`src/rtl/serial_paralelo_rx.sv`:
```
// Receive-side serial-to-parallel converter: hunts the COM character for byte
// alignment, locks after a run of aligned COMs, then presents payload bytes.
module serial_paralelo_rx #(
  parameter logic [7:0] COM        = 8'hBC,
  parameter logic [7:0] IDL        = 8'h7C,
  parameter int         LOCK_COUNT = 4
) (
  input  logic       clk8f,
  input  logic       reset,
  input  logic       data_in,
  output logic [7:0] data_out,
  output logic       valid_out,
  output logic       byte_stb,
  output logic       active
);

  typedef enum logic [1:0] {
    SEARCH,
    SYNC,
    ACTIVE
  } state_t;

  localparam logic [3:0] LockLast = 4'(LOCK_COUNT - 1);

  state_t     r_state;
  logic [7:0] r_sr;
  logic [2:0] r_bitCnt;
  logic [3:0] r_bcCnt;
  logic [7:0] r_dataOut;
  logic       r_validOut;
  logic       r_byteStb;
  logic       r_active;

  logic [7:0] w_srNext;
  logic       w_isCom;
  logic       w_isIdl;
  logic       w_boundary;

  // Decisions are taken on the byte including the bit arriving this edge.
  assign w_srNext   = {r_sr[6:0], data_in};
  assign w_isCom    = (w_srNext == COM);
  assign w_isIdl    = (w_srNext == IDL);
  assign w_boundary = (r_bitCnt == 3'd7);

  always_ff @(posedge clk8f) begin
    if (reset) begin
      r_state    <= SEARCH;
      r_sr       <= 8'h00;
      r_bitCnt   <= 3'd0;
      r_bcCnt    <= 4'd0;
      r_dataOut  <= 8'h00;
      r_validOut <= 1'b0;
      r_byteStb  <= 1'b0;
      r_active   <= 1'b0;
    end else begin
      r_sr      <= w_srNext;
      r_byteStb <= 1'b0;
      case (r_state)
        SEARCH: begin
          if (w_isCom) begin
            r_bitCnt <= 3'd0;
            r_bcCnt  <= 4'd1;
            r_state  <= SYNC;
          end
        end
        SYNC: begin
          r_bitCnt <= r_bitCnt + 3'd1;
          if (w_boundary) begin
            if (w_isCom) begin
              if (r_bcCnt == LockLast) begin
                r_state  <= ACTIVE;
                r_active <= 1'b1;
              end else begin
                r_bcCnt <= r_bcCnt + 4'd1;
              end
            end else begin
              // A broken COM run means the alignment was a false match.
              r_bcCnt <= 4'd0;
              r_state <= SEARCH;
            end
          end
        end
        ACTIVE: begin
          r_bitCnt <= r_bitCnt + 3'd1;
          if (w_boundary) begin
            r_byteStb <= 1'b1;
            if (w_isCom || w_isIdl) begin
              r_validOut <= 1'b0;
            end else begin
              r_dataOut  <= w_srNext;
              r_validOut <= 1'b1;
            end
          end
        end
        default: begin
          r_state <= SEARCH;
        end
      endcase
    end
  end

  assign data_out  = r_dataOut;
  assign valid_out = r_validOut;
  assign byte_stb  = r_byteStb;
  assign active    = r_active;

endmodule

```
`config.mk`:
```
export PLATFORM = sky130hd
export DESIGN_NAME = serial_paralelo_rx
export DESIGN_NICKNAME = d
export VERILOG_FILES = /design/src/rtl/serial_paralelo_rx.sv
export SDC_FILE = /design/constraint.sdc
export NUM_CORES = 1
export LEC_CHECK = 0
export CAP_MARGIN = 20
export CORE_UTILIZATION = 54
export CTS_CLUSTER_SIZE = 24
export DETAILED_ROUTE_END_ITERATION = 8
export DONT_BUFFER_PORTS = 1
export PLACE_DENSITY_LB_ADDON = 0.2
export SYNTH_ARGS = -nofsm -noshare
export SYNTH_HDL_FRONTEND = slang
export SYNTH_SLANG_ARGS = --single-unit
```
`constraint.sdc`:
```
create_clock -name clk8f -period 4.5 [get_ports clk8f]
set_input_delay 0.9 -clock clk8f [delete_from_list [all_inputs] [get_ports clk8f]]
set_output_delay 0.9 -clock clk8f [all_outputs]
set_load 0.02 [all_outputs]
```
; ---- Word level (Yosys, flattened, before mapping)
; Index checks and enable logic that the tools add are counted.
[word_totals]
regBits = 27
input_bits = 3
output_inout_bits = 11
word_cells = 48
[op_classes]
n_addsub = 2
eq_ne = 10
muxes = 14
n_bitwise = 2
reduce_logical = 12
[ops]
columns = op, n
row1 = $mux 4, 4
row2 = $reduce_and 4->1, 3
row3 = $eq 8x7->1 const B, 1
row4 = $eq 8x8->1 const B, 1
row5 = $mux 2, 4
row6 = $pmux 4 s2, 1
row7 = $ne 3x3->1 const B, 2
row8 = $pmux 2 s3, 1
row9 = $pmux 3 s2, 1
row10 = $add 4x1->4 const B, 1
row11 = $eq 4x2->1 const B, 1
row12 = $ne 2x2->1 const B, 2
row13 = $reduce_and 2->1, 2
row14 = $reduce_bool 2->1, 2
row15 = $reduce_or 2->1, 2
row16 = $add 3x1->3 const B, 1
row17 = $eq 3x3->1 const B, 1
row18 = $mux 3, 1
row19 = $reduce_and 3->1, 1
row20 = $eq 2x1->1 const B, 1
row21 = $eq 2x2->1 const B, 1
row22 = $logic_not 2->1, 1
row23 = $mux 1, 2
row24 = $not 1->1, 2
row25 = $logic_or 1x1->1, 1

; ---- Depth between registers and ports, before layout
; Gate-level depths: netlist (run 1).
[logic_depth]
ltp_word = 5
depth_mapped = 7
depth_no_buf = 7

; ---- Least setup slack after synthesis (run 1)
; No wires, ideal clock.
[synth_timing]
kind = in2reg
from = in data_in
to = reg r_state[0]
arrival_ps = 1957
required_time_ps = 4413
setup_slack_ps = 2456
cell_stages = 5
path_buffers = 0
cell_sequence = nand4bb_4 nor4b_4 nand2_1 o21a_1 o31ai_1
[synth_via]
elab_chain_len = 4
[synth_rtl]
columns = item, line
row1 = "start, declared", 10  ; input logic data_in,
row2 = $eq 8x8->1 (*), 41  ; assign w_isCom = (w_srNext == COM);
row3 = $mux 2, 69  ; if (w_isCom) begin
row4 = $mux 2, 68  ; if (w_boundary) begin
row5 = $pmux 2 s3, 58  ; case (r_state)
row6 = "end signal, assigned", 47  ; r_state <= SEARCH;
row7 = "end signal, assigned", 63  ; r_state <= SYNC;
row8 = "end signal, assigned", 71  ; r_state <= ACTIVE;
row9 = "end, declared", 25  ; state_t r_state;
; Every way passes the cells marked *; elsewhere a longest branch is shown, timed or not. The select of a mux whose other input is x is not followed.
; A chain may end at the register's enable or synchronous reset.

; ---- Final worst setup path (run 1)
[layout_timing]
from = in data_in
to = reg r_state[1]
; The elaborated chain is that of the path after synthesis.

==> metrics, run 1 <==
post-route total power=between 0.3 and 0.4 mW; post-cts hold buffer count=0; max cap viols=0; Layout Nets=137; Static Leak=roughly 0.42 nW; Min-Delay Path Class=register to register; Synth Flop Type=dfxtp_1; Core Region=around 2000 um^2; R2R Setup Slk=2.65 ns; hold_ws=0.489 ns; Mapped Nets=135; post-route ant nets=0; Die H=around 49 um; r2r endpoint=data_out[0]; max_slew headroom=0.662; Worst-Margin Slew=around 0.5 ns; initial antenna violation count=0; H-tree depth=1; CP Launch Type=input port; vias in the first global route=808; drt initial violations=17; via count of the routed design=870; sequential fraction of the synthesis area=0.453; clk_lat worst skew=0.33 ns; largest net degree at the start of global routing=29; wire length per cell=13.1 um; initial core utilization=0.590; Vias/cell=around 5.6; maximum clock insertion buffer count=2; Worst Setup End Kind=register; CTS tree=built; Yosys reg bits=27; # IOs=14; share of post-route cells with drive strength above 1=0.0787; diode count=0; yosys synthesis warning count=0; hold path cells=1; die area=2400 um^2; Critical Path Source=data_in; DRC violations left=0; DP Cell Count=150; Post-DP Area=1210 um^2; Yosys cell types=31; crit path kind=input port to register; first-pass GRT wire length=3530 um; Post-Syn Instances=126; Power Density=around 300 nW/um^2; fin area=1240 um^2; GRT Total Usage=0.195; dpl hpwl=1510 um; Site Rows=16; WHS Endpoint=r_sr[1]; Post-Synthesis Cell Area=1190 um^2; gpl congestion=approximately 0.8; Synth-to-Final Area Change=4.41%; Worst-path clk slew=roughly 0.15 ns; worst setup margin=2.60 ns; Slew Viols, Final=0; CTS resizes=0; CTS buffer count=3; setup TNS=0 ns; Max IR drop VDD=0.220 mV; hold path startpoint=r_sr[0]; EDFF count, synth=0; async set or reset register ratio after synthesis=0; Required @ worst endpoint=4.75 ns; GRT overflow=0; CTS Sinks=27; Setup-failing EPs final=0; Setup Slack @ Placement=2.27 ns; fin crit period=1.90 ns; area leader, netlist=dfxtp_1; first-pass detailed-route iteration total=4; CP Data Arrival Time=~2.2 ns; Fmax=525 MHz; Routed WL=2020 um; endpoints failing hold=0; main area contributors after synthesis=dfxtp_1 (45%), ha_1 (6.3%), mux2i_1 (5.9%); chip width=49.0 um; Yosys top cell area share=0.453; I/O Buffers=0; crit path max fanout=5; Finished Layout Cells=154; ratio of final minimum period to clock period=0.423; setup clock skew after layout=0.00839 ns; status=completed; clk root buf=clkbuf_4; RSZ-0062 raised after global routing=false; Syn Area/Cell=9.46 um^2; r2r startpoint=r_bitCnt[0]; Post-CTS Setup Bufs=0; post-layout util=0.616; r2r worst-path depth=6
[report_power, final]
group          total, mW  switching [mW]  leakage (nW)  internal [mW]
registers          0.244         0.00199         0.218          0.242
logic             0.0231          0.0134         0.186        0.00967
clock network      0.105          0.0712        0.0139         0.0340
[metal layers]
layer	share of wire	track usage	vias to the layer above
met5	0	0	-
met4	0.019	0.0882	0
met3	0.035	0.0405	5
met2	0.46	0.299	20
met1	0.48	0.263	399
li1	-	-	446
[worst max-delay path, cell delays in order]
cell       delay (ns)
nand4bb_4        0.22
o21ai_0          0.46
and2_1           0.26
a21oi_1          0.08
a211oi_1         0.22
[layout by cell type (no fill, tap or decap), drive strengths merged]
master | netlist | final
nor2b | 8 | 8
nand3 | 7 | 7
nor2 | 19 | 19
nor4b | 1 | 1
o2111ai | 1 | 1
mux2i | 7 | 7
nor4 | 1 | 1
a221o | 1 | 1
a22oi | 1 | 1
a211o | 1 | 1
nor3 | 6 | 6
a2111oi | 1 | 1
o21ai | 4 | 4
and2 | 1 | 1
nand4 | 1 | 1
a211oi | 1 | 1
a32oi | 3 | 3
inv | 6 | 6
xnor2 | 2 | 2
nor3b | 1 | 1
o31ai | 1 | 1
a21oi | 5 | 5
nand4bb | 1 | 1
dfxtp | 27 | 27
ha | 6 | 6
o21a | 1 | 1
nand4b | 1 | 1
nand2 | 8 | 8
clkbuf | 2 | 3
clkinvlp | 0 | 1
[flip-flops by register name, indices dropped and copies added, names as in the netlist]
register / flops
r_sr: 7
byte_stb: 1
valid_out: 1
r_bcCnt: 4
r_state: 2
active: 1
r_bitCnt: 3
data_out: 8
[cell usage after synthesis (all sizes together) (2+ instances only)]
library cell  number
nor3               6
dfxtp             27
nand2              8
a32oi              3
mux2i              7
nand3              7
nor2b              8
o21ai              4
nor2              19
a21oi              5
inv                6
ha                 6
xnor2              2
clkbuf             2
[final cells by class]
cell class                 instances  area [um^2]
inverter                           6         22.5
tap                               27         33.8
clock inverter                     1         7.51
sequential                        27          541
multi-input combinational         90          618
fill                             179          777
clock buffer                       3         22.5
[cells by family (layout without fill, tap and decap cells)]
family / after synthesis / in the layout / share of synthesized area
compound gates: 20 / 20 / 0.122
simple gates: 55 / 55 / 0.260
fa+ha+maj: 6 / 6 / 0.0630
mux: 7 / 7 / 0.0588
xor+xnor: 2 / 2 / 0.0147
buf+inv: 9 / 10 / 0.0283
flops: 27 / 27 / 0.453
[worst max path at each step]
stage,end,slack (ns),cells after the start
2_1_floorplan,r_state[0],2.46,5
3_3_place_gp,r_state[1],2.35,5
3_5_place_dp,r_state[1],2.27,5
4_1_cts,r_state[1],2.62,5
5_1_grt,data_out[7],2.47,6
6_report,r_state[1],2.60,5
No activity file was read; power rests on OpenSTA's default activity.
==> inputs of run 2 (changes only) <==
==> constraint.sdc (replaced) <==
create_clock -name clk8f -period 1.59 [get_ports clk8f]
set_input_delay 0.318 -clock clk8f [delete_from_list [all_inputs] [get_ports clk8f]]
set_output_delay 0.318 -clock clk8f [all_outputs]
set_load 0.02 [all_outputs]
==> metrics, run 2 (same netlist as run 1, synthesis figures left out) <==
status=completed; setup TNS=0 ns (unchanged); DRC violations left=0 (unchanged); GRT Total Usage=0.211 (+0.0164); Worst Setup EP=r_bitCnt[0]; chip width=49.0 um (unchanged); diode count=0 (unchanged); Min-Delay Path Class=input port to register; clk root buf=clkbuf_4; commonest non-fill, non-tap cell in the layout=dfxtp_1; r2r worst-path depth=5 (-1); Combinational Power Share=0.086 (+0.024); I/O Buffers=0 (unchanged); Core Region=2020 um^2 (unchanged); Max IR drop VDD=0.872 mV (+300%); CTS buffer count=3 (unchanged); dpl hpwl=1750 um (+16%); H-tree depth=1 (unchanged); GRT overflow=0 (unchanged); FILL cells=154 (-14%); RSZ-0062 raised after global routing=true; Site Rows=16 (unchanged); Post-DP Area=1290 um^2 (+6.6%); Setup-failing EPs final=0 (unchanged); crit path kind=register to register; Vias/cell=5.59 (-1.1%); ratio of final minimum period to clock period=0.992; initial core utilization=0.590 (unchanged); gpl congestion=0.772 (-2.7%); maximum clock insertion buffer count=2 (unchanged); fin area=1410 um^2 (+13%); Static Leak=0.503 nW (+21%); CP Launch Type=register; die area=2400 um^2 (unchanged); Int Power=0.822 mW (+190%); Clock power frac=0.274 (-0.009); endpoints failing hold=0 (unchanged); fin crit period=1.58 ns; Worst-Margin Slew=0.347 ns (-0.155 ns); setup clock skew after layout=0.00619 ns (-0.00220 ns); share of post-route cells with drive strength above 1=0.241 (+0.162); drt initial violations=29 (+12); clk_lat worst skew=0.32 ns (about the same); first-pass GRT wire length=3860 um (+9.4%); crit path max fanout=6 (+1); Die H=49.0 um (unchanged); Fmax=634 MHz; Power Density=765 nW/um^2 (+160%); Psw=0.257 mW (+200%); Sw Share=0.238 (+0.00501); CP Data Arrival Time=1.80 ns (-0.35 ns); max cap viols=0 (unchanged); post-route total power=1.08 mW (+190%); r2r startpoint=r_sr[0]; Routed WL=2490 um (+23%); hold_ws=0.0365 ns (-0.452 ns); wire length per cell=14.8 um (+13%); commonest non-fill, non-tap cells in the layout=dfxtp_1 (22), nor2_1 (18), buf_4 (11); R2R Setup Slk=0.01 ns (-2.64 ns); Worst-path clk slew=0.14 ns (about the same); post-layout util=0.698 (+0.0823); CTS tree=built; r2r endpoint=r_bitCnt[0]; vias in the first global route=867 (+7.3%); Slew Viols, Final=0 (unchanged); Layout Nets=151 (+10%); post-route ant nets=0 (unchanged); via count of the routed design=939 (+7.9%); CTS Sinks=27 (unchanged); Worst Setup End Kind=register; max reg flops=8 (unchanged); max_slew headroom=0.767 (+0.105); initial antenna violation count=0 (unchanged); largest net degree at the start of global routing=29 (unchanged); Synth-to-Final Area Change=18.4%; first-pass detailed-route iteration total=5 (+1); Reg power frac=0.640 (-0.015); # IOs=14 (unchanged); Critical Path Source=r_sr[0]; Required @ worst endpoint=1.81 ns (-2.94 ns)
[run 2: timing repair]
action	CTS	global route
cloned	0	0
endpoints found under the hold margin	0	7
endpoints found under the setup margin	3	15
pin swaps	2	6
hold buffers	0	2
setup buffers	1	1
resized for setup	2	13
[run 2: worst max-delay path: stages, from the launching register on]
cell and delay [ns]:
dfxtp_2 0.35, nand4bb_4 0.27, nor4b_4 0.29, buf_6 0.17
xnor2_2 0.07, a2111oi_2 0.32
[run 2: worst min-delay path by stage]
stage                        endpoint  slack (ns)  depth (start not counted)     from
after global placement    r_bitCnt[0]        0.39                          1    reset
final                         r_sr[3]        0.04                          1    reset
after CTS                     r_sr[1]        0.02                          1    reset
after floorplan               r_sr[0]        0.45                          1  data_in
after detailed placement  r_bitCnt[0]        0.39                          1    reset
after global routing      r_bitCnt[2]       0.005                          1    reset
[run 2: through the flow]
stage               setup slack, ns  instances
finish                       0.0123        168
detailed placement          -0.0541        160
CTS                         0.00946        165
global placement            0.00963        160
floorplan                    0.0755        126
global route                -0.0602        168
[run 2: power by group through the flow]
| stage | combinational (mW) | sequential (mW) | clock (mW) |
|---|---|---|---|
| 2_1_floorplan | 0.0632 | 0.703 | 0 |
| 5_1_grt | 0.0983 | 0.692 | 0.333 |
| 3_5_place_dp | 0.0758 | 0.705 | 0 |
| 4_1_cts | 0.0765 | 0.690 | 0.306 |
| 6_report | 0.0923 | 0.691 | 0.296 |
| 3_3_place_gp | 0.0725 | 0.704 | 0 |
[run 2: metal layers]
| layer | track usage | part of all wire | up-vias |
|---|---|---|---|
| li1 | - | - | 477 |
| met1 | 0.262 | 0.45 | 435 |
| met2 | 0.350 | 0.50 | 25 |
| met3 | 0.0685 | 0.037 | 2 |
| met4 | 0.0588 | 0.0080 | 0 |
| met5 | 0 | 0 | - |
[run 2: area by class of cell]
cell class                 instances  area [um^2]  area share
sequential                        27          547       0.387
multi-input combinational         90          664       0.471
clock inverter                     1         7.51     0.00532
inverter                           6         22.5      0.0160
clock buffer                       3         22.5      0.0160
tap                               27         33.8      0.0239
timing repair buffer              14          114      0.0807
==> inputs of run 3 (changes only) <==
--- a/config.mk
+++ b/config.mk
@@ -5,9 +5,11 @@
 export SDC_FILE = /design/constraint.sdc
 export NUM_CORES = 1
 export LEC_CHECK = 0
+export ABC_CLOCK_PERIOD_IN_PS = 1590
 export CAP_MARGIN = 20
+export CORE_MARGIN = 4
 export CORE_UTILIZATION = 54
-export CTS_CLUSTER_SIZE = 24
+export CTS_CLUSTER_SIZE = 25
 export DETAILED_ROUTE_END_ITERATION = 8
 export DONT_BUFFER_PORTS = 1
 export PLACE_DENSITY_LB_ADDON = 0.2
==> metrics, run 3 (same netlist as run 1, synthesis figures left out) <==
max_slew headroom=0.802 (+0.0357); fin crit period=1.65 ns (+0.0702 ns); Required @ worst endpoint=1.82 ns (about the same); CP Data Arrival Time=1.88 ns (+0.08 ns); RSZ-0062 raised after global routing=true; chip width=55.0 um (+12%); DRC violations left=0 (unchanged); failing checks=negative setup slack; r2r endpoint=r_state[0]; Finished Layout Cells=173 (+3.0%); CTS buffer count=3 (unchanged); # IOs=14 (unchanged); clk_lat worst skew=0.31 ns (about the same); wire length per cell=15.7 um (+6.0%); share of post-route cells with drive strength above 1=0.329 (+0.0876); via count of the routed design=977 (+4.0%); Cell Chain, Critical Path=nand4bb_4 > nor4b_4 > buf_4 > nand2_4 > o21a_1 > o31ai_2; Site Rows=16 (unchanged); ratio of final minimum period to clock period=1.04 (+0.0442); Core Region=2020 um^2 (unchanged); drt initial violations=42 (+45%); hold_ws=0.0433 ns (+0.00676 ns); Synth-to-Final Area Change=24.8%; CP Launch Type=register; status=finished with violations; largest net degree at the start of global routing=29 (unchanged); slowest stage cell on the critical path=dfxtp_2; dpl hpwl=1610 um (-8.3%); Routed WL=2710 um (+9.1%); Worst-Margin Slew=0.295 ns (-0.0524 ns); GRT Total Usage=0.184 (-0.0270); CTS tree=built; setup clock skew after layout=0.00249 ns (-0.00370 ns); Vias/cell=5.65 (+1.0%); first-pass detailed-route iteration total=4 (-1); commonest non-fill, non-tap cell in the layout=dfxtp_1; DP Cell Count=159 (-0.63%); first-pass GRT wire length=4020 um (+3.9%); Post-DP Area=1290 um^2 (-0.58%); max reg flops=8 (unchanged); initial antenna violation count=0 (unchanged); largest stage delay on the critical path=0.35 ns (about the same); Layout Nets=156 (+3.3%); Fmax=607 MHz (-4.3%); Worst-path clk slew=0.13 ns (about the same); CTS Sinks=27 (unchanged); maximum clock insertion buffer count=2 (unchanged); diode count=0 (unchanged); gpl congestion=0.821 (+6.5%); max cap viols=0 (unchanged); crit path kind=register to register; fin area=1490 um^2 (+5.4%); post-route total power=1.07 mW (-1.3%); commonest non-fill, non-tap cells in the layout=dfxtp_1 (21), buf_4 (19), nor2_1 (18); Slew Viols, Final=0 (unchanged); Worst Setup End Kind=register; I/O Buffers=0 (unchanged); crit path max fanout=4 (-2); worst setup margin=-0.0580 ns (-0.0702 ns); Worst Setup EP=r_state[0]; Min-Delay Path Class=input port to register; Critical Path Source=r_sr[0]; H-tree depth=1 (unchanged); GRT overflow=0 (unchanged); clk root buf=clkbuf_4; vias in the first global route=882 (+1.7%); R2R Setup Slk=-0.06 ns (-0.07 ns); Max IR drop VDD=0.532 mV (-39%); die area=3020 um^2 (+26%); r2r startpoint=r_sr[0]; Static Leak=0.532 nW (+5.7%); post-route ant nets=0 (unchanged); r2r worst-path depth=6 (+1); endpoints failing hold=0 (unchanged); Die H=55.0 um (+12%); initial core utilization=0.590 (unchanged); setup TNS=-0.101 ns (-0.101 ns); Power Density=716 nW/um^2 (-6.3%); Setup-failing EPs final=4 (+4)
## run 3: changes by cell type in the layout (fill, tap and decap cells not counted), sizes merged
cell,change
buf,+7
dlygate4sd3,-2
clkinvlp,-1
clkbuf,+1
## run 3: layout make-up
type,count,area (um^2)
Multi-Input combinational cell,90,714
Sequential cell,27,548
Fill cell,137,534
Timing Repair Buffer,19,143
Tap cell,27,33.8
Clock buffer,4,26.3
Inverter,6,22.5
## run 3: how the worst min path moves through the flow
stage	to	slack [ns]	start	cells past startpoint
after CTS	r_bitCnt[0]	0.03	reset	1
after floorplan	r_sr[0]	0.45	data_in	1
after detailed placement	r_bitCnt[0]	0.39	reset	1
final	r_bitCnt[0]	0.04	reset	1
after global routing	r_bitCnt[0]	0.02	reset	1
after global placement	r_bitCnt[0]	0.39	reset	1
## run 3: worst max-delay path: cells and delay by family (launching register included)
| family | cells | cell delay (ns) |
|---|---|---|
| compound gates | 2 | 0.47 |
| simple gates | 3 | 0.57 |
| flops | 1 | 0.35 |
| buf+inv | 1 | 0.18 |
## run 3: per-stage QoR
step	utilization	setup slack, ns
6_report	0.736	-0.0580
5_1_grt	0.736	-0.194
4_1_cts	0.674	0.00596
3_5_place_dp	0.637	-0.0861
3_3_place_gp	0.637	-0.0747
2_1_floorplan	-	0.0755
## run 3: power by group
| group | switching (mW) | internal (mW) |
|---|---|---|
| registers | 0.00552 | 0.684 |
| clock network | 0.186 | 0.0981 |
| logic | 0.0517 | 0.0403 |
## run 3: metal layers
layer  share of wire  track usage  vias up
met5               0            0        -
met4          0.0048       0.0243        0
met3           0.040       0.0536        2
met2            0.53        0.299       24
met1            0.43        0.248      468
li1                -            -      483
## run 3: repair_timing
action                                  4_1_cts  5_1_grt
gates resized for setup                       7       20
hold buffers                                  0        0
cloned                                        0        0
endpoints found under the setup margin       11       14
pin swaps                                     4        6
setup buffers                                 4        6
